--- src/rtl/seq_det_pkg.sv ---
// Shared constants, types and helpers for the programmable sequence detector.
package seq_det_pkg;

  localparam int                 SEQ_MAX_LEN     = 8;
  localparam int                 SEQ_LEN_W       = $clog2(SEQ_MAX_LEN + 1);
  localparam logic [SEQ_MAX_LEN-1:0] SEQ_RST_PATTERN = 8'b0000_0110;
  localparam int                 SEQ_RST_LEN     = 4;
  localparam logic               SEQ_RST_OVERLAP = 1'b1;

  typedef logic [SEQ_LEN_W-1:0] len_t;

  // Mask with the low 'len' bits set; lengths above SEQ_MAX_LEN give all ones.
  function automatic logic [SEQ_MAX_LEN-1:0] len_mask(input len_t len);
    logic [SEQ_MAX_LEN-1:0] m;
    m = '0;
    for (int i = 0; i < SEQ_MAX_LEN; i++) begin
      if (i < int'(len)) m[i] = 1'b1;
    end
    return m;
  endfunction

endpackage

--- src/rtl/sat_counter.sv ---
// Saturating up-counter with synchronous clear; clear beats increment.
module sat_counter #(
  parameter int W = 16
) (
  input  logic         clk,
  input  logic         reset_n,
  input  logic         inc,
  input  logic         clr,
  output logic [W-1:0] count
);

  logic [W-1:0] count_q;
  logic [W-1:0] count_d;

  // Next count: clear first, then increment unless already all ones.
  always_comb begin
    count_d = count_q;
    if (clr) begin
      count_d = '0;
    end else if (inc && (count_q != '1)) begin
      count_d = count_q + W'(1);
    end
  end

  // Count register with synchronous active-low reset.
  always_ff @(posedge clk) begin
    if (!reset_n) begin
      count_q <= '0;
    end else begin
      count_q <= count_d;
    end
  end

  assign count = count_q;

endmodule

--- src/rtl/seq_det_prog.sv ---
// Programmable serial pattern detector: compares the newest 'len' history bits
// against a loadable pattern and pulses z (registered) on every hit.
//
// state    | meaning
// DISABLED | cfg_err set, history shifts but no hits are reported
// FILLING  | fewer than len valid history bits collected
// ARMED    | enough valid bits; every enabled bit may complete a match
module seq_det_prog
  import seq_det_pkg::*;
#(
  parameter int                   MAX_LEN     = SEQ_MAX_LEN,
  parameter int                   CNT_W       = 16,
  parameter logic [MAX_LEN-1:0]   RST_PATTERN = SEQ_RST_PATTERN,
  parameter int                   RST_LEN     = SEQ_RST_LEN,
  parameter logic                 RST_OVERLAP = SEQ_RST_OVERLAP
) (
  input  logic                           clk,
  input  logic                           reset_n,
  input  logic                           en,
  input  logic                           x,
  input  logic                           cfg_load,
  input  logic [MAX_LEN-1:0]             cfg_pattern,
  input  logic [$clog2(MAX_LEN+1)-1:0]   cfg_len,
  input  logic                           cfg_overlap,
  input  logic                           cnt_clr,
  output logic                           z,
  output logic [CNT_W-1:0]               match_count,
  output logic                           cfg_err
);

  localparam int                 LEN_W     = $clog2(MAX_LEN + 1);
  localparam logic [LEN_W-1:0]   MAX_LEN_L = LEN_W'(MAX_LEN);
  localparam logic [LEN_W-1:0]   RST_LEN_L = LEN_W'(RST_LEN);
  localparam logic               RST_ERR   = (RST_LEN == 0) || (RST_LEN > MAX_LEN);

  logic [MAX_LEN-1:0] pat_q, pat_d;
  logic [LEN_W-1:0]   len_q, len_d;
  logic               ovl_q, ovl_d;
  logic               err_q, err_d;
  logic [MAX_LEN-1:0] hist_q, hist_d;
  logic [LEN_W-1:0]   fill_q, fill_d;
  logic               z_q, z_d;

  logic [MAX_LEN-1:0] hist_n;
  logic [LEN_W-1:0]   fill_n;
  logic [MAX_LEN-1:0] mask;
  logic               hit;

  if (MAX_LEN == SEQ_MAX_LEN) begin : g_pkg_mask
    assign mask = len_mask(len_t'(len_q));
  end else begin : g_loop_mask
    // Generic mask for non-default widths.
    always_comb begin
      mask = '0;
      for (int i = 0; i < MAX_LEN; i++) begin
        if (i < int'(len_q)) mask[i] = 1'b1;
      end
    end
  end

  assign hist_n = {hist_q[MAX_LEN-2:0], x};
  assign fill_n = (fill_q >= MAX_LEN_L) ? MAX_LEN_L : fill_q + LEN_W'(1);

  // A load cycle drops the incoming bit, so it can never produce a hit.
  assign hit = en && !cfg_load && !err_q && (fill_n >= len_q)
               && (((hist_n ^ pat_q) & mask) == '0);

  // Next-state: configuration load has priority over an enabled bit.
  always_comb begin
    pat_d  = pat_q;
    len_d  = len_q;
    ovl_d  = ovl_q;
    err_d  = err_q;
    hist_d = hist_q;
    fill_d = fill_q;
    z_d    = 1'b0;
    if (cfg_load) begin
      pat_d  = cfg_pattern;
      len_d  = cfg_len;
      ovl_d  = cfg_overlap;
      err_d  = (cfg_len == '0) || (cfg_len > MAX_LEN_L);
      hist_d = '0;
      fill_d = '0;
    end else if (en) begin
      hist_d = hist_n;
      // Non-overlap hit restarts filling so the completing bit is not reused.
      fill_d = (hit && !ovl_q) ? '0 : fill_n;
      z_d    = hit;
    end
  end

  // State registers with synchronous active-low reset.
  always_ff @(posedge clk) begin
    if (!reset_n) begin
      pat_q  <= RST_PATTERN;
      len_q  <= RST_LEN_L;
      ovl_q  <= RST_OVERLAP;
      err_q  <= RST_ERR;
      hist_q <= '0;
      fill_q <= '0;
      z_q    <= 1'b0;
    end else begin
      pat_q  <= pat_d;
      len_q  <= len_d;
      ovl_q  <= ovl_d;
      err_q  <= err_d;
      hist_q <= hist_d;
      fill_q <= fill_d;
      z_q    <= z_d;
    end
  end

  sat_counter #(
    .W (CNT_W)
  ) u_hit_cnt (
    .clk     (clk),
    .reset_n (reset_n),
    .inc     (hit),
    .clr     (cnt_clr),
    .count   (match_count)
  );

  assign z       = z_q;
  assign cfg_err = err_q;

endmodule

--- config.mk ---
export PLATFORM = sky130hd
export DESIGN_NAME = seq_det_prog
export DESIGN_NICKNAME = d
export VERILOG_FILES = /design/src/rtl/seq_det_pkg.sv /design/src/rtl/sat_counter.sv /design/src/rtl/seq_det_prog.sv
export SDC_FILE = /design/constraint.sdc
export NUM_CORES = 1
export LEC_CHECK = 0
export CORE_MARGIN = 4
export CORE_UTILIZATION = 40
export CTS_CLUSTER_SIZE = 20
export DETAILED_ROUTE_END_ITERATION = 12
export HOLD_SLACK_MARGIN = 0.1
export SETUP_SLACK_MARGIN = 0.3
export SLEW_MARGIN = 5
export SYNTH_ARGS = -nofsm -noshare
export SYNTH_HDL_FRONTEND = slang
export SYNTH_SLANG_ARGS = --single-unit
--- constraint.sdc ---
create_clock -name clk -period 4.7 [get_ports clk]
set_clock_uncertainty 0.15 [all_clocks]
set_input_delay 0.94 -clock clk [delete_from_list [all_inputs] [get_ports clk]]
set_output_delay 0.94 -clock clk [all_outputs]
set_load 0.05 [all_outputs]
==> implementation parameters, run 1 <==
Parameter                              Value

Critical path
  CP top delay family    simple AND/OR/NAND/NOR gates
  Cell-by-cell listing of the critical path    clkdlybuf4s50_1 > buf_4 > nor2_1 > nand2_1 > a21oi_1 > nand4_2 > or4b_1 > a21oi_1
  Endpoint arrival time on the critical path    approximately 3.2 ns
  Sort of element at the start of the critical path    input pin
  Largest fanout on the critical path    23
  Total buffers and inverters traversed by the critical path    2
  Cell repeated most along the worst path    sky130_fd_sc_hd__a21oi_1
  Req. time, crit path    ~4.8 ns
  Launch point of the worst path    cfg_load
  Startpoint of the worst-slack reg-to-reg timing path    fill_q[0]
  Element type at the critical path end    register
  Crit-path slowest cell    sky130_fd_sc_hd__or4b_1
  Classification of the worst setup path    input pin to register
  Slowest stage delay, CP    about 0.64 ns

Clock network
  CTS Hold Buffers Added    0
  CTS Root Cell    sky130_fd_sc_hd__clkbuf_8
  Post-CTS Resized    0
  Htree depth    2
  CTS sink cnt    between 40 and 50
  Clock input transition at the sequential cells of the worst setup and hold paths    around 0.08 ns
  Buffer count from post-CTS setup fixing    0
  Buffer depth of the longest clock path    2
  Insertion delay of the later-clocked pin in the worst-skew pair    just under 0.3 ns
  TritonCTS clock tree    built
  TritonCTS buffer count    5

Routing
  Post-DRT Antenna Nets    0
  Via count    roughly 1,800
  Initial DRC Count    69
  Total DRC errors in the routed layout    0
  Routed WL per cell    13.6 µm
  Detailed Routing Iterations Pass 1    4
  Via density    approximately 5.3
  Sum of routed wire length over all layers    about 4700 µm

Power
  Share of total power in sequential cells    0.552
  Internal portion of total power    ~500 µW
  Net switching share of the total power    0.240
  Logic pwr share    0.100
  Max VDD drop    between 0.15 and 0.2 mV
  Clock network fraction of total power    0.348
  Pleak    0.916 nW
  Net load switching power    around 160 µW
  Power density normalized to cell area    between 200 and 300 nW/µm²

Synth
  Mapped Cells    about 240
  Yosys warns    0
  Unique cell type count in the Yosys netlist    between 40 and 50
  Total standard cell area after synthesis    between 2000 and 2500 µm²
  Most numerous cell types in the synthesized netlist    42 x sky130_fd_sc_hd__dfxtp_1, 27 x sky130_fd_sc_hd__nor2_1, 20 x sky130_fd_sc_hd__mux2i_1
  Primary flip-flop cell chosen by synthesis mapping    sky130_fd_sc_hd__dfxtp_1
  Number of enable-type register cells in the synthesized netlist    0
  Largest cells by area after synthesis    sky130_fd_sc_hd__dfxtp_1 40%, sky130_fd_sc_hd__mux2i_1 9.5%, sky130_fd_sc_hd__nor2_1 4.8%
  Area fraction of the dominant cell type after synthesis    0.400
  Net count after synthesis    around 270
  Number of synthesized register bits    42
  Avg Cell Area, Syn    8.72 µm²
  Synth area leader    sky130_fd_sc_hd__dfxtp_1
  FFs w/ async S/R, synth    0
  Sequential cell area fraction in the yosys report    0.400
  Most instantiated library cell after synthesis    sky130_fd_sc_hd__dfxtp_1

Placed design
  Cell Area, Placed    between 2000 and 2500 µm²
  HPWL after DPL    around 3400 µm
  IO Port Bufs    36
  Final GP Congestion    just over 0.8

Layout
  Area added between synthesis and finish    22.9%
  Final-layout fill cell count    504
  Layout cell share with drive strength beyond 1    0.0476
  Nets    300
  Final design instance area without fill    between 2000 and 3000 µm²
  Diode insertion count for antenna repair    0

Floorplanning
  Initial cell density of the core    0.411
  Height of the die    80.5 µm
  IO Count    37
  Die ar.    approximately 6500 µm²
  Die W    a little over 80 µm
  Number of rows created at floorplan    26
  Placeable core region    approximately 5100 µm²

Timing
  Relative max-transition margin    0.379
  Minimum period implied by the final worst setup slack    3.12 ns
  Highest attainable clock frequency    ~0.32 GHz
  Portion of the clock cycle consumed by the worst path in the final layout    0.665
  Number of slew-limit violations in the final report    0
  Setup-violating endpoint count in the final report    0
  Setup tns final    0 ns
  RSZ-0062 raised after global routing    no
  Final Hold Viols    0
  Pin slew with the least headroom to its limit    0.924 ns

Global route
  Global-route usage over all layers    0.164
  Largest net degree at the start of global routing    24
  First-pass GRT wire length    8300 µm
  Via count of the first global-routing pass    1,714
  Total congestion overflow after global routing    0
  Number of antenna violations at the first check in global routing    0

Flow run
  Maximum capacitance violations    0

Run status
  Outcome    complete, no violations

Min path
  Hold WC Path Type    register to register
  Worst hold start    ovl_q
==> sequential cells by signal, indices dropped and copies added (netlist names) <==
name             count
u_hit_cnt.count     16
pat_q                8
hist_q               7
fill_q               4
len_q                4
cfg_err              1
ovl_q                1
z                    1
==> worst min-delay path: stages, from the launching register on <==
cell                      delay (ns)
sky130_fd_sc_hd__dfxtp_1        0.34
sky130_fd_sc_hd__mux2i_1        0.07
sky130_fd_sc_hd__nand2_1        0.06
==> power groups by stage <==
stage / combinational [mW] / sequential [mW] / clock [mW]
2_1_floorplan: 0.0416 / 0.380 / 0
3_3_place_gp: 0.0676 / 0.381 / 0
3_5_place_dp: 0.0671 / 0.381 / 0
4_1_cts: 0.0676 / 0.372 / 0.244
5_1_grt: 0.0748 / 0.374 / 0.258
6_report: 0.0672 / 0.372 / 0.235
==> cell usage in the layout (no fill, tap or decap), types with 2 or more instances in the layout <==
cell and instances:
sky130_fd_sc_hd__a21oi_1 17, sky130_fd_sc_hd__a31o_2 2, sky130_fd_sc_hd__and3_1 2, sky130_fd_sc_hd__and4_1 2, sky130_fd_sc_hd__buf_4 2, sky130_fd_sc_hd__clkbuf_8 6, sky130_fd_sc_hd__clkdlybuf4s50_1 36, sky130_fd_sc_hd__dfxtp_1 42
sky130_fd_sc_hd__ha_1 7, sky130_fd_sc_hd__inv_1 13, sky130_fd_sc_hd__mux2i_1 20, sky130_fd_sc_hd__nand2_1 14, sky130_fd_sc_hd__nand2b_1 3, sky130_fd_sc_hd__nand3_1 11, sky130_fd_sc_hd__nand4_1 5, sky130_fd_sc_hd__nor2_1 27
sky130_fd_sc_hd__nor2b_1 2, sky130_fd_sc_hd__nor3_1 6, sky130_fd_sc_hd__o211ai_1 3, sky130_fd_sc_hd__o21ai_0 8, sky130_fd_sc_hd__o31ai_1 3, sky130_fd_sc_hd__o32ai_1 2, sky130_fd_sc_hd__o41ai_1 2, sky130_fd_sc_hd__or3_1 7
sky130_fd_sc_hd__or4_1 4, sky130_fd_sc_hd__or4b_1 2, sky130_fd_sc_hd__xnor2_1 8, sky130_fd_sc_hd__xor2_1 2
==> worst paths after layout <==
| check | to | slack, ns | cells after the start |
|---|---|---|---|
| worst max register to register | u_hit_cnt.count[5] | 1.79 | 9 |
| worst min-delay path | ovl_q | 0.34 | 2 |
| worst max-delay path | u_hit_cnt.count[5] | 1.58 | 8 |
| worst min register to register | ovl_q | 0.34 | 2 |
==> cells by family after synthesis <==
family,count (synthesis),share of synthesized area
AOI/OAI and AO/OA,47,0.146
xor gates and xnor gates,10,0.0417
adders and majority gates,7,0.0417
buffers and inverters,25,0.0542
DFF,42,0.400
muxes,20,0.0953
and+or+nand+nor,90,0.221
==> layout make-up <==
class	count	area, µm²	share of cell area
multi-input combinational	174	1150	0.444
sequential	42	841	0.326
timing repair buffer	38	375	0.145
clock buffer	6	82.6	0.0320
inverter	13	48.8	0.0189
tap	70	87.6	0.0339
==> layer usage <==
metal | part of all wire | global-route usage | vias up
li1 | - | - | 936
met1 | 0.46 | 0.213 | 837
met2 | 0.48 | 0.265 | 38
met3 | 0.048 | 0.0471 | 6
met4 | 0.012 | 0.0456 | 0
met5 | 0 | 0 | -
==> through the flow <==
step | util | hold slack, ns | total power [mW] | std cells | setup WS [ns]
2_1_floorplan | - | 0.291 | 0.422 | 241 | 2.16
3_3_place_gp | 0.489 | 0.319 | 0.448 | 337 | 1.29
3_5_place_dp | 0.489 | 0.320 | 0.448 | 337 | 1.26
4_1_cts | 0.505 | 0.344 | 0.683 | 343 | 1.56
5_1_grt | 0.505 | 0.376 | 0.707 | 343 | 1.36
6_report | 0.505 | 0.342 | 0.674 | 343 | 1.58
(Power assumes the default switching activity.)
==> inputs of run 2 (changes only) <==
PLACE_DENSITY = 0.66   (was default)
clock period = 2.6 ns   (was 4.7 ns; I/O delays follow)
==> run 2 against run 1 <==
Via count rose by 5.6%. First-iteration DRC count is 84% higher. Critical path type is now register to register. Final cell count grew 5.5%. Largest power group unchanged. Sequential share of layout area shrank 4.4 points. Combinational power grew 120%. Non-clock buffer count increased by 17. Hold slack improved by 0.0073 ns. Register-to-register slack got worse by 1.6 ns.
==> implementation parameters, run 2 (synthesis gave the netlist of run 1 again) <==
Parameter                              Value

Timing
  Setup tns final    0 ns
  Portion of the clock cycle consumed by the worst path in the final layout    0.928
  Minimum period implied by the final worst setup slack    ~2.4 ns
  Setup-violating endpoint count in the final report    0
  Relative max-transition margin    0.660
  Highest attainable clock frequency    0.414 GHz
  RSZ-0062 raised after global routing    yes
  Pin slew with the least headroom to its limit    roughly 0.51 ns
  Fin Hold WS    0.350 ns
  Final Hold Viols    0
  Number of slew-limit violations in the final report    0

Power
  Power density normalized to cell area    445 nW/µm²
  Logic pwr share    0.111
  Clock network fraction of total power    0.384
  Share of total power in sequential cells    0.505
  Net load switching power    around 320 µW
  Pleak    between 1 and 1.5 nW
  Net switching share of the total power    0.236
  Internal portion of total power    around 1 mW
  Max VDD drop    slightly below 0.3 mV

Global route
  Number of antenna violations at the first check in global routing    0
  Global-route usage over all layers    0.178
  Largest net degree at the start of global routing    18
  Via count of the first global-routing pass    about 1,900
  First-pass GRT wire length    slightly below 9000 µm
  Total congestion overflow after global routing    0

Min path
  Hold WC Path Type    register to register

Floorplanning
  Number of rows created at floorplan    26
  IO Count    37
  Placeable core region    about 5100 µm²
  Height of the die    about 80 µm
  Die ar.    roughly 6500 µm²
  Initial cell density of the core    0.411
  Die W    just over 80 µm

Critical path
  Classification of the worst setup path    register to register
  Largest fanout on the critical path    7
  Sort of element at the start of the critical path    register
  Req. time, crit path    ~2.7 ns
  CP top delay family    simple AND/OR/NAND/NOR gates
  Slowest stage delay, CP    0.46 ns
  Endpoint arrival time on the critical path    about 2.5 ns
  Crit-path slowest cell    sky130_fd_sc_hd__or4b_1
  Total buffers and inverters traversed by the critical path    2
  Cell-by-cell listing of the critical path    inv_2 > ha_4 > nor2b_4 > ha_4 > a2111oi_4 > a21oi_2 > nand4_2 > buf_12 > or4b_1 > a21oi_1
  Cell repeated most along the worst path    sky130_fd_sc_hd__ha_4
  Element type at the critical path end    register

Layout
  Most common library cell in the layout ignoring fill and taps    sky130_fd_sc_hd__dfxtp_1
  Utilization of the core after routing    0.588
  Layout cell share with drive strength beyond 1    0.205
  Final-layout fill cell count    467
  Number of flip-flops in the largest register    16
  Nets    317
  Area added between synthesis and finish    43.0%
  Diode insertion count for antenna repair    0
  Final design instance area without fill    roughly 3000 µm²
  Commonest cells after routing, fill and taps aside    38 x sky130_fd_sc_hd__dfxtp_1, 34 x sky130_fd_sc_hd__clkdlybuf4s50_1, 24 x sky130_fd_sc_hd__nor2_1

Run status
  Outcome    complete, no violations

Clock network
  Clock input transition at the sequential cells of the worst setup and hold paths    approximately 0.08 ns
  Buffer depth of the longest clock path    2
  TritonCTS buffer count    5
  CTS Hold Buffers Added    0
  CTS sink cnt    between 40 and 50
  CTS Root Cell    sky130_fd_sc_hd__clkbuf_8
  TritonCTS clock tree    built
  Insertion delay of the later-clocked pin in the worst-skew pair    about 0.30 ns
  Htree depth    2

Routing
  Detailed Routing Iterations Pass 1    4
  Post-DRT Antenna Nets    0
  Via count    ~1,900
  Initial DRC Count    ~130
  Routed WL per cell    about 15 µm
  Total DRC errors in the routed layout    0
  Via density    ~5.3
  Sum of routed wire length over all layers    between 5000 and 6000 µm

Flow run
  Maximum capacitance violations    0

Placed design
  Cell Area, Placed    2580 µm²
  Final GP Congestion    0.793
  HPWL after DPL    between 3000 and 4000 µm
  IO Port Bufs    36
run 2: routing by layer:
metal / wire [µm] / GRT usage
met1: 2240 / 0.211
met2: 2720 / 0.309
met3: 259 / 0.0437
met4: 57 / 0.0659
met5: 0 / 0
run 2: power by group through the flow:
stage	logic (mW)	clock network, mW	registers (mW)
floorplan	0.0813	0	0.687
global placement	0.132	0	0.688
detailed placement	0.133	0	0.688
CTS	0.146	0.529	0.673
global route	0.161	0.556	0.676
finish	0.149	0.513	0.674
run 2: worst paths after layout:
check             slack (ns)            endpoint  depth (start not counted)                from
setup / recovery        0.19  u_hit_cnt.count[5]                         10           fill_q[0]
hold / removal          0.35  u_hit_cnt.count[5]                          2  u_hit_cnt.count[5]
setup reg to reg        0.19  u_hit_cnt.count[5]                         10           fill_q[0]
hold reg to reg         0.35  u_hit_cnt.count[5]                          2  u_hit_cnt.count[5]
run 2: worst reg2reg max path, cell delays in order, from the launching register on:
cell and delay [ns]:
sky130_fd_sc_hd__dfxtp_2 0.38, sky130_fd_sc_hd__inv_2 0.07, sky130_fd_sc_hd__ha_4 0.23, sky130_fd_sc_hd__nor2b_4 0.13, sky130_fd_sc_hd__ha_4 0.28, sky130_fd_sc_hd__a2111oi_4 0.06
sky130_fd_sc_hd__a21oi_2 0.13, sky130_fd_sc_hd__nand4_2 0.14, sky130_fd_sc_hd__buf_12 0.18, sky130_fd_sc_hd__or4b_1 0.46, sky130_fd_sc_hd__a21oi_1 0.14
run 2: cell type report:
class / instances / area, µm² / area share
sequential: 42 / 846 / 0.282
tap: 70 / 87.6 / 0.0292
clock inverter: 3 / 40.0 / 0.0133
clock buffer: 5 / 68.8 / 0.0229
multi-input combinational: 174 / 1360 / 0.453
inverter: 13 / 48.8 / 0.0162
timing repair buffer: 55 / 552 / 0.184
run 2: repair_timing:
item	in CTS	in global routing
pin swaps	28	5
endpoints found under the setup margin	20	23
gates resized for setup	28	13
setup buffers	10	0
gates cloned	1	0
run 2: through the flow:
stage / worst slack, ns / power, mW / cells
2_1_floorplan: 0.318 / 0.768 / 241
3_5_place_dp: -0.0364 / 0.822 / 343
4_1_cts: 0.192 / 1.35 / 362
5_1_grt: 0.0734 / 1.39 / 362
3_3_place_gp: 0.0222 / 0.820 / 343
6_report: 0.186 / 1.34 / 362
